===== src/rtl/sram_req_adapter_pkg.sv =====
// Shared types and constants for the SRAM request adapter and its response FIFO.
package sram_req_adapter_pkg;

  localparam int DATA_W    = 64;
  localparam int BEN_W     = 8;
  localparam int RSP_DEPTH = 2;
  localparam int CNT_W     = $clog2(RSP_DEPTH + 1);

  typedef struct packed {
    logic [DATA_W-1:0] data;
    logic              wr;
    logic              err;
  } rsp_entry_t;

  // Writes and address errors carry no read data back to the requester.
  function automatic rsp_entry_t make_rsp(logic [DATA_W-1:0] rd_data, logic wr, logic err);
    rsp_entry_t e;
    e.data = (wr || err) ? '0 : rd_data;
    e.wr   = wr;
    e.err  = err;
    return e;
  endfunction

endpackage


===== src/rtl/sram_req_adapter_rsp_fifo.sv =====
// Two-entry response FIFO; push and pop may happen in the same cycle.
module sram_rsp_fifo
  import sram_req_adapter_pkg::*;
(
  input  logic             i_clk,
  input  logic             i_rst,
  input  logic             i_push,
  input  rsp_entry_t       i_push_entry,
  input  logic             i_pop,
  output rsp_entry_t       o_head,
  output logic [CNT_W-1:0] o_count
);

  localparam logic [CNT_W-1:0] FULL = CNT_W'(RSP_DEPTH);

  rsp_entry_t       r_mem [RSP_DEPTH];
  logic             r_wr_ptr;
  logic             r_rd_ptr;
  logic [CNT_W-1:0] r_count;

  logic w_pop;
  logic w_push;

  assign w_pop  = i_pop && (r_count != '0);
  assign w_push = i_push && ((r_count != FULL) || w_pop);

  always_ff @(posedge i_clk or posedge i_rst) begin
    if (i_rst) begin
      r_mem[0] <= '0;
      r_mem[1] <= '0;
      r_wr_ptr <= 1'b0;
      r_rd_ptr <= 1'b0;
      r_count  <= '0;
    end else begin
      if (w_push) begin
        r_mem[r_wr_ptr] <= i_push_entry;
        r_wr_ptr        <= ~r_wr_ptr;
      end
      if (w_pop) begin
        r_rd_ptr <= ~r_rd_ptr;
      end
      case ({w_push, w_pop})
        2'b10:   r_count <= r_count + 1'b1;
        2'b01:   r_count <= r_count - 1'b1;
        default: r_count <= r_count;
      endcase
    end
  end

  assign o_head  = r_mem[r_rd_ptr];
  assign o_count = r_count;

endmodule


===== src/rtl/sram_req_adapter.sv =====
// Valid/ready front end for a 1-cycle-latency SRAM with an in-order 2-entry response buffer.
// Optional address bounds check: define SRAM_REQ_ADAPTER_BOUNDS_CHK_EN.
module sram_req_adapter
  import sram_req_adapter_pkg::*;
#(
  parameter int ADDR_WIDTH = 10,
  parameter int DATA_DEPTH = 1024
) (
  input  logic                  Clk_CI,
  input  logic                  Rst_RI,

  input  logic                  ReqValid_SI,
  output logic                  ReqReady_SO,
  input  logic                  ReqWrEn_SI,
  input  logic [BEN_W-1:0]      ReqBEn_SI,
  input  logic [ADDR_WIDTH-1:0] ReqAddr_DI,
  input  logic [DATA_W-1:0]     ReqWrData_DI,

  output logic                  RspValid_SO,
  input  logic                  RspReady_SI,
  output logic [DATA_W-1:0]     RspRdData_DO,
  output logic                  RspWr_SO,
  output logic                  RspErr_SO,

  output logic                  CSel_SO,
  output logic                  WrEn_SO,
  output logic [BEN_W-1:0]      BEn_SO,
  output logic [ADDR_WIDTH-1:0] Addr_DO,
  output logic [DATA_W-1:0]     WrData_DO,
  input  logic [DATA_W-1:0]     RdData_DI
);

  if (DATA_DEPTH > (1 << ADDR_WIDTH)) begin : g_bad_depth
    $error("DATA_DEPTH must not exceed 2**ADDR_WIDTH");
  end

  logic             r_inflight;
  logic             r_if_wr;
  logic             r_if_err;

  logic             w_accept;
  logic             w_addr_ok;
  logic             w_pop;
  logic [2:0]       w_credit;
  logic [CNT_W-1:0] w_fifo_count;
  rsp_entry_t       w_push_entry;
  rsp_entry_t       w_head;

`ifdef SRAM_REQ_ADAPTER_BOUNDS_CHK_EN
  localparam logic [ADDR_WIDTH:0] DEPTH_L = (ADDR_WIDTH + 1)'(DATA_DEPTH);
  assign w_addr_ok = ({1'b0, ReqAddr_DI} < DEPTH_L);
`else
  assign w_addr_ok = 1'b1;
`endif

  // Outstanding = in flight + buffered; a same-cycle pop frees a slot for this cycle's accept.
  assign w_pop       = RspValid_SO && RspReady_SI;
  assign w_credit    = {2'b00, r_inflight} + {1'b0, w_fifo_count} - {2'b00, w_pop};
  assign ReqReady_SO = !Rst_RI && (w_credit < 3'd2);
  assign w_accept    = ReqValid_SI && ReqReady_SO;

  assign CSel_SO   = w_accept && w_addr_ok;
  assign WrEn_SO   = CSel_SO && ReqWrEn_SI;
  assign BEn_SO    = CSel_SO ? ReqBEn_SI : '0;
  assign Addr_DO   = Rst_RI ? '0 : ReqAddr_DI;
  assign WrData_DO = Rst_RI ? '0 : ReqWrData_DI;

  always_ff @(posedge Clk_CI or posedge Rst_RI) begin
    if (Rst_RI) begin
      r_inflight <= 1'b0;
      r_if_wr    <= 1'b0;
      r_if_err   <= 1'b0;
    end else begin
      r_inflight <= w_accept;
      if (w_accept) begin
        r_if_wr  <= ReqWrEn_SI;
        r_if_err <= !w_addr_ok;
      end
    end
  end

  assign w_push_entry = make_rsp(RdData_DI, r_if_wr, r_if_err);

  sram_rsp_fifo u_rsp_fifo (
    .i_clk        (Clk_CI),
    .i_rst        (Rst_RI),
    .i_push       (r_inflight),
    .i_push_entry (w_push_entry),
    .i_pop        (w_pop),
    .o_head       (w_head),
    .o_count      (w_fifo_count)
  );

  // Without the bounds check the stored err bit is always 0, so RspErr_SO stays 0.
  assign RspValid_SO  = !Rst_RI && (w_fifo_count != '0);
  assign RspRdData_DO = RspValid_SO ? w_head.data : '0;
  assign RspWr_SO     = RspValid_SO && w_head.wr;
  assign RspErr_SO    = RspValid_SO && w_head.err;

endmodule


===== config.mk =====
export PLATFORM = sky130hd
export DESIGN_NAME = sram_req_adapter
export DESIGN_NICKNAME = d
export VERILOG_FILES = /design/src/rtl/sram_req_adapter_pkg.sv /design/src/rtl/sram_req_adapter_rsp_fifo.sv /design/src/rtl/sram_req_adapter.sv
export SDC_FILE = /design/constraint.sdc
export NUM_CORES = 1
export LEC_CHECK = 0
export CORE_ASPECT_RATIO = 0.75
export CORE_MARGIN = 8
export CORE_UTILIZATION = 44
export CTS_CLUSTER_SIZE = 20
export DETAILED_ROUTE_END_ITERATION = 6
export PLACE_DENSITY = 0.81
export SLEW_MARGIN = 20
export SYNTH_ARGS = -nofsm -noshare
export SYNTH_HDL_FRONTEND = slang
export SYNTH_SLANG_ARGS = --single-unit

===== constraint.sdc =====
create_clock -name Clk_CI -period 7.07 [get_ports Clk_CI]
set_input_delay 0.707 -clock Clk_CI [delete_from_list [all_inputs] [get_ports Clk_CI]]
set_output_delay 0.707 -clock Clk_CI [all_outputs]
set_load 0.01 [all_outputs]

==> impl_metrics.py, run 1 <==
metrics = {
    "yosys": {
        "synth_top_flop_cell": "dfrtp_1",
        "synth_top_family_by_area": "multiplexers",
        "synth_edf_count": 0,
        "async_flop_share_pct": 100.0,
        "synth_compound_area_share_pct": 0.3910,
        "yosys.area.top_type_share_pct": 44.31,
        "synth_nets": 772,
        "synth_area_leaders": "dfrtp_1 (44%), mux2_4 (20%), nor2b_1 (11%)",
        "synth_cell_types": 28,
        "postSynthAreaPerCell_um2": 12.43,
        "syn-instance-count": 618,
        "synth_adder_area_share_pct": 0.5865,
        "yosys.area_share.simple_pct": 16.29,
        "synth_warnings": 0,
        "synth_seq_cells": 136,
        "synthXorXnorAreaFrac_pct": 0.6843,
        "yosysSeqAreaShare_pct": 44.31,
        "synth_mux_area_share_pct": 32.57,
        "synth_area_leader_cell": "dfrtp_1",
        "netlist_area_um2": 7680,
    },
    "timing": {
        "grt_setup_unrepaired": "false",
        "finalCritPeriodShare_pct": 65.51,
        "setup_tns_ns": 0,
        "fin_crit_ns": 4.632,
        "hold_viol_final": 0,
        "fin_ws_ns": 2.438,
        "max_freq_mhz": 215.9,
        "tightest_slew_ns": 0.9553,
        "clock_skew_ns": 0.007139,
        "slew_headroom_pct": 36.17,
        "slew_violations": 0,
        "setup_viol": 0,
    },
    "critical_path": {
        "crit_buf_inv": 4,
        "required_ns": 6.36,
        "path_cells": "buf_2 > inv_6 > o21ai_4 > inv_1 > and2_1 > ha_1 > nand2b_1 > fa_1 > xor2_1 > and4bb_2 > and2_1 > clkdlybuf4s50_1",
        "crit_top_cell": "and2_1",
        "path_class": "in2out",
        "crit_start": "Rst_RI",
        "slowest_stage": "clkdlybuf4s50_1",
        "path_max_fanout": 80,
        "crit_path_end_kind": "output port",
        "critPathLaunchType": "primary input",
        "cp.arrival_ns": 3.92,
        "crit-reg2reg-launch": "u_rsp_fifo.o_count[1]",
        "cp_slowest_stage_delay_ns": 0.55,
        "cpLargestDelayFamily": "buffers and inverters",
    },
    "pwr": {
        "p_sw_share_pct": 32.09,
        "p_leak_nw": 4.839,
        "combPwrFrac_pct": 45.4,
        "p_int_w": 0.002908,
        "vdd_drop_max_mv": 0.1805,
        "power_frac_clock_pct": 20.0,
        "power.density_nw_per_um2": 379.8,
        "seqPwrFrac_pct": 34.6,
        "switchingPower_w": 0.001374,
    },
    "finish": {
        "layout-drive-gt1-share_pct": 19.32,
        "final_util_pct": 64.83,
        "layout.nets": 1053,
        "syn_to_final_growth_pct": 46.82,
        "n_fill_cell": 1336,
        "num_antenna_cells": 0,
        "final_area_um2": 11280,
        "final_cells": 1153,
    },
    "global_routing": {
        "grt_antenna_before_repair": 0,
        "grt_max_degree": 81,
        "track_usage_pct": 19.51,
        "grt_pass1_vias": 5870,
        "grt_pass1_wl_um": 33150,
        "grt_overflow": 0,
    },
    "job": {
        "drv_cap": 0,
    },
    "drt": {
        "drt-initial-drc-count": 224,
        "ant_nets": 0,
        "post-route-drc-count": 0,
        "drt_pass1_iterations": 4,
        "wl_um": 21790,
        "vias_per_cell": 4.765,
        "vias": 5494,
        "routedWlPerCell_um": 18.90,
    },
    "clock_network": {
        "clk_pin_slew_ns": 0.06,
        "postCtsSetupBuffers": 0,
        "htree_num_levels": 4,
        "cts.repair.resized": 0,
        "clk_latency_ns": 0.41,
        "cts_tree": "yes",
        "numCtsBuffers": 17,
        "hold_buffers": 0,
        "cts_root_buf": "clkbuf_16",
        "clockBufferDepth": 2,
        "cts.sinks": 136,
    },
    "placement": {
        "dp.cells": 1122,
        "dpl-instance-area_um2": 10700,
        "globalplace.congestion": 0.7811,
        "port_buffers": 301,
        "place_ws_ns": 2.377,
        "dp_hpwl_um": 15740,
    },
    "floorplanning": {
        "start_util_pct": 44.15,
        "core_region_area_um2": 17390,
        "die_h_um": 130.4,
        "rows": 42,
        "pin_count": 303,
        "die_area_um2": 21980,
        "die_width_um": 168.6,
    },
    "outcome": {
        "status": "finished, final reports clean",
    },
    "worst_hold_path": {
        "min_path_type": "in2async",
    },
}
final timing paths:
kind                       cells after the start                     to  slack, ns
max                                           12              BEn_SO[4]       2.44
min                                            2  u_rsp_fifo.r_mem[128]       0.43
max reg2reg                                    9                r_if_wr       4.16
min reg2reg                                    1    u_rsp_fifo.r_wr_ptr       0.50
max in group asynchronous                      3  u_rsp_fifo.r_mem[108]       5.41
min in group Clk_CI                            1    u_rsp_fifo.r_wr_ptr       0.50
logic make-up (layout without fill, tap and decap cells):
kind of cell | count (synthesis) | in the layout
fa+ha+maj | 3 | 3
mux | 196 | 196
xor+xnor | 6 | 6
compound gates | 4 | 4
flops | 136 | 136
other cells | 1 | 1
buf+inv | 50 | 343
simple gates | 222 | 222
worst reg2reg max path, stage by stage, from the launching register on:
cell and delay (ns):
dfrtp_1 0.48, o21ai_4 0.19, inv_1 0.07, and2_1 0.18
ha_1 0.27, nand2b_1 0.16, fa_1 0.41, xor2_1 0.18
and4bb_2 0.48, mux2_2 0.37
power by group through the flow:
stage / logic [W] / clock network [W] / registers, W
after global placement: 0.00191 / 0 / 0.00147
after detailed placement: 0.00196 / 0 / 0.00148
final: 0.00194 / 0.000857 / 0.00148
after floorplan: 0.00140 / 0 / 0.00134
after CTS: 0.00197 / 0.000873 / 0.00148
after global routing: 0.00209 / 0.000907 / 0.00153
layer usage:
metal	up-vias	routed length, um	GRT usage [%]
met1	2694	9130	22.90
met4	0	298	5.393
met2	188	10630	32.89
li1	2594	-	-
met5	-	0	0
met3	18	1730	7.866
cell type report:
| type | instances | area (um^2) | share of cell area [%] |
|---|---|---|---|
| multi-input cells | 432 | 3910 | 34.68 |
| flip-flops and latches | 136 | 3408 | 30.23 |
| repair buffers | 308 | 3060 | 27.14 |
| clock buffers | 23 | 478.0 | 4.239 |
| well taps | 242 | 302.8 | 2.685 |
| clock inverters | 8 | 96.34 | 0.8544 |
| inverters | 4 | 20.02 | 0.1775 |
synthesized netlist by cell type, types with 2 or more instances:
library cell	count
a21oi_2	2
and2_1	11
and2b_1	6
buf_12	10
buf_2	16
buf_4	2
buf_6	2
clkbuf_1	16
dfrtp_1	136
ha_1	2
inv_1	4
mux2_2	31
mux2_4	100
mux2i_1	65
nand2b_1	2
nor2_1	66
nor2b_1	132
xnor2_1	2
xor2_1	4
per-stage QoR:
| stage | hold WS [ns] | total power (W) |
|---|---|---|
| after floorplan | 0.4548 | 0.002738 |
| after global placement | 0.4710 | 0.003378 |
| after CTS | 0.4523 | 0.004321 |
| after global routing | 0.4930 | 0.004530 |
| final | 0.4327 | 0.004283 |
| after detailed placement | 0.4856 | 0.003438 |
flip-flops by register name, indices dropped and copies added (netlist names):
signal / count
r_inflight: 1
u_rsp_fifo.r_mem: 130
u_rsp_fifo.o_count: 2
r_if_wr: 1
u_rsp_fifo.r_wr_ptr: 1
u_rsp_fifo.r_rd_ptr: 1
placed cells by master, fill, tap and decap left out:
| master | count |
|---|---|
| clkdlybuf4s50_1 | 300 |
| dfrtp_1 | 134 |
| nor2b_1 | 132 |
| mux2_4 | 100 |
| nor2_1 | 66 |
| mux2i_1 | 65 |
| mux2_2 | 31 |
| clkbuf_16 | 17 |
| and2_1 | 11 |
| buf_4 | 7 |
| and2b_1 | 6 |
| xor2_1 | 4 |
| clkinv_2 | 4 |
| inv_1 | 3 |
| clkbuf_8 | 3 |
| clkbuf_1 | 3 |
| nand2b_1 | 2 |
| a21oi_4 | 2 |
| xnor2_1 | 2 |
| ha_1 | 2 |
| bufinv_16 | 2 |
| nor2b_4 | 1 |
| nand2b_4 | 1 |
| nand2_1 | 1 |
| inv_6 | 1 |
| o21ai_4 | 1 |
| a21boi_0 | 1 |
| nor3b_1 | 1 |
| and4bb_2 | 1 |
| fa_1 | 1 |
| conb_1 | 1 |
| clkinvlp_4 | 1 |
| clkinv_4 | 1 |
| buf_2 | 1 |
| dfrtp_2 | 1 |
| dfrtp_4 | 1 |
(Power assumes the default switching activity.)
==> run 2: changes to the inputs <==
clock period = 4.4 ns   (was 7.07 ns; I/O delays follow)
==> impl_metrics.py, run 2 (synthesized netlist as in run 1, its figures left out) <==
metrics = {
    "outcome": {
        "status": "finished, final reports clean",
    },
    "critical_path": {
        "crit-reg2reg-launch": "u_rsp_fifo.o_count[1]",
        "r2r_slack_ns": 1.64,
        "cp_slowest_stage_delay_ns": 0.54,
        "timing.rr.end": "r_if_wr",
        "r2r.worst_path.cells": 9,
        "cp.arrival_ns": 3.44,
        "path_cells": "o21ai_4 > inv_1 > and2_4 > ha_4 > nand2b_4 > fa_2 > xor2_1 > and4bb_2 > and2_4 > clkdlybuf4s50_1",
        "required_ns": 3.96,
        "crit_buf_inv": 2,
        "critPathLaunchType": "flop",
        "slowest_stage": "clkdlybuf4s50_1",
        "path_max_fanout": 12,
        "cpLargestDelayFamily": "simple AND/OR/NAND/NOR gates",
        "crit_top_cell": "and2_4",
        "crit_path_end_kind": "output port",
        "path_class": "reg2out",
    },
    "drt": {
        "vias": 5467,
        "routedWlPerCell_um": 18.61,
        "vias_per_cell": 4.725,
        "ant_nets": 0,
        "drt-initial-drc-count": 278,
        "drt_pass1_iterations": 4,
        "post-route-drc-count": 0,
        "wl_um": 21540,
    },
    "timing": {
        "fin_crit_ns": 3.876,
        "setup_tns_ns": 0,
        "grt_setup_unrepaired": "false",
        "max_freq_mhz": 258.0,
        "finalCritPeriodShare_pct": 88.09,
        "tightest_slew_ns": 0.9759,
        "setup_viol": 0,
        "slew_violations": 0,
        "fin_ws_ns": 0.5240,
        "clock_skew_ns": 0.01082,
        "slew_headroom_pct": 34.94,
        "hold_viol_final": 0,
    },
    "clock_network": {
        "postCtsSetupBuffers": 0,
        "hold_buffers": 0,
        "cts_root_buf": "clkbuf_16",
        "clk_pin_slew_ns": 0.06,
        "numCtsBuffers": 17,
        "clk_latency_ns": 0.42,
        "cts.repair.resized": 0,
        "htree_num_levels": 4,
        "cts.sinks": 136,
        "cts_tree": "yes",
        "clockBufferDepth": 2,
    },
    "finish": {
        "layout_commonest_cell": "clkdlybuf4s50_1",
        "final_cell_mix": "clkdlybuf4s50_1 (300), dfrtp_1 (134), nor2b_1 (132), mux2_4 (100), nor2_1 (66)",
        "layout.nets": 1057,
        "regMostFlops": "u_rsp_fifo.r_mem",
        "n_fill_cell": 1353,
        "num_antenna_cells": 0,
        "syn_to_final_growth_pct": 47.54,
        "largest_reg_flops": 130,
        "layout-drive-gt1-share_pct": 20.87,
    },
    "floorplanning": {
        "rows": 42,
        "start_util_pct": 44.15,
        "pin_count": 303,
        "die_h_um": 130.4,
        "core_region_area_um2": 17390,
        "die_area_um2": 21980,
        "die_width_um": 168.6,
    },
    "placement": {
        "dp_hpwl_um": 15690,
        "port_buffers": 301,
        "globalplace.congestion": 0.7852,
        "place_ws_ns": 0.6382,
    },
    "global_routing": {
        "grt_pass1_vias": 5966,
        "track_usage_pct": 19.55,
        "grt_max_degree": 81,
        "grt_pass1_wl_um": 33430,
        "grt_antenna_before_repair": 0,
        "grt_overflow": 0,
    },
    "pwr": {
        "switchingPower_w": 0.002204,
        "seqPwrFrac_pct": 34.6,
        "p_int_w": 0.004647,
        "power_frac_clock_pct": 19.5,
        "p_sw_share_pct": 32.17,
        "total_power_w": 0.006851,
        "p_leak_nw": 4.854,
        "vdd_drop_max_mv": 0.2569,
        "power.density_nw_per_um2": 604.6,
        "combPwrFrac_pct": 46.0,
    },
    "worst_hold_path": {
        "min_path_type": "in2async",
    },
    "job": {
        "drv_cap": 0,
    },
}
run 2: changes by cell type in the layout (fill, tap and decap cells not counted), moves of 2 or more:
| cell | delta |
|---|---|
| clkinvlp_4 | +2 |
| clkinv_2 | -3 |
| and2_4 | +10 |
| buf_4 | +4 |
| and2_1 | -10 |
| clkbuf_1 | +2 |
run 2: how the worst max path moves through the flow:
stage | slack, ns | cells past startpoint | end | startpoint
finish | 0.52 | 10 | BEn_SO[5] | u_rsp_fifo.o_count[1]
global route | 0.39 | 10 | BEn_SO[3] | u_rsp_fifo.o_count[1]
CTS | 0.47 | 10 | BEn_SO[2] | u_rsp_fifo.o_count[1]
detailed placement | 0.64 | 9 | BEn_SO[2] | RspReady_SI
global placement | 0.69 | 9 | BEn_SO[5] | RspReady_SI
floorplan | -0.61 | 11 | BEn_SO[0] | Rst_RI
run 2: worst reg2reg max path, cell delays in order, from the launching register on:
cell,delay [ns]
dfrtp_1,0.48
o21ai_4,0.18
inv_1,0.07
and2_4,0.16
ha_4,0.20
nand2b_4,0.13
fa_2,0.34
xor2_1,0.18
and4bb_2,0.53
mux2_2,0.38
run 2: power groups by stage:
| stage | Combinational, W | Clock, W | Sequential, W |
|---|---|---|---|
| floorplan | 0.00228 | 0 | 0.00215 |
| global placement | 0.00311 | 0 | 0.00235 |
| detailed placement | 0.00317 | 0 | 0.00236 |
| CTS | 0.00319 | 0.00136 | 0.00236 |
| global route | 0.00340 | 0.00142 | 0.00245 |
| finish | 0.00315 | 0.00133 | 0.00237 |
run 2: per-layer routing:
layer / global-route usage (%) / part of all wire [%] / wire length, um / vias to the layer above
met5: 0 / 0 / 0 / -
met4: 6.387 / 1.6 / 353 / 0
met3: 7.655 / 7.7 / 1654 / 22
met2: 32.48 / 48 / 10320 / 183
met1: 23.13 / 43 / 9207 / 2658
li1: - / - / - / 2604
run 2: stage by stage:
stage	hold slack (ns)	area, um^2	instances	util (%)
2_1_floorplan	0.4548	7737	618	-
3_3_place_gp	0.4761	10780	1126	61.96
3_5_place_dp	0.4826	10780	1126	61.96
4_1_cts	0.3157	11330	1157	65.14
5_1_grt	0.3703	11330	1157	65.14
6_report	0.3016	11330	1157	65.14
run 2: layout make-up:
class	instances	area [um^2]	share of cell area, %
multi-input cells	432	3958	34.93
clock buffers	25	485.5	4.284
repair buffers	312	3090	27.27
clock inverters	6	67.56	0.5963
inverters	4	18.77	0.1656
well taps	242	302.8	2.672
flip-flops and latches	136	3408	30.08
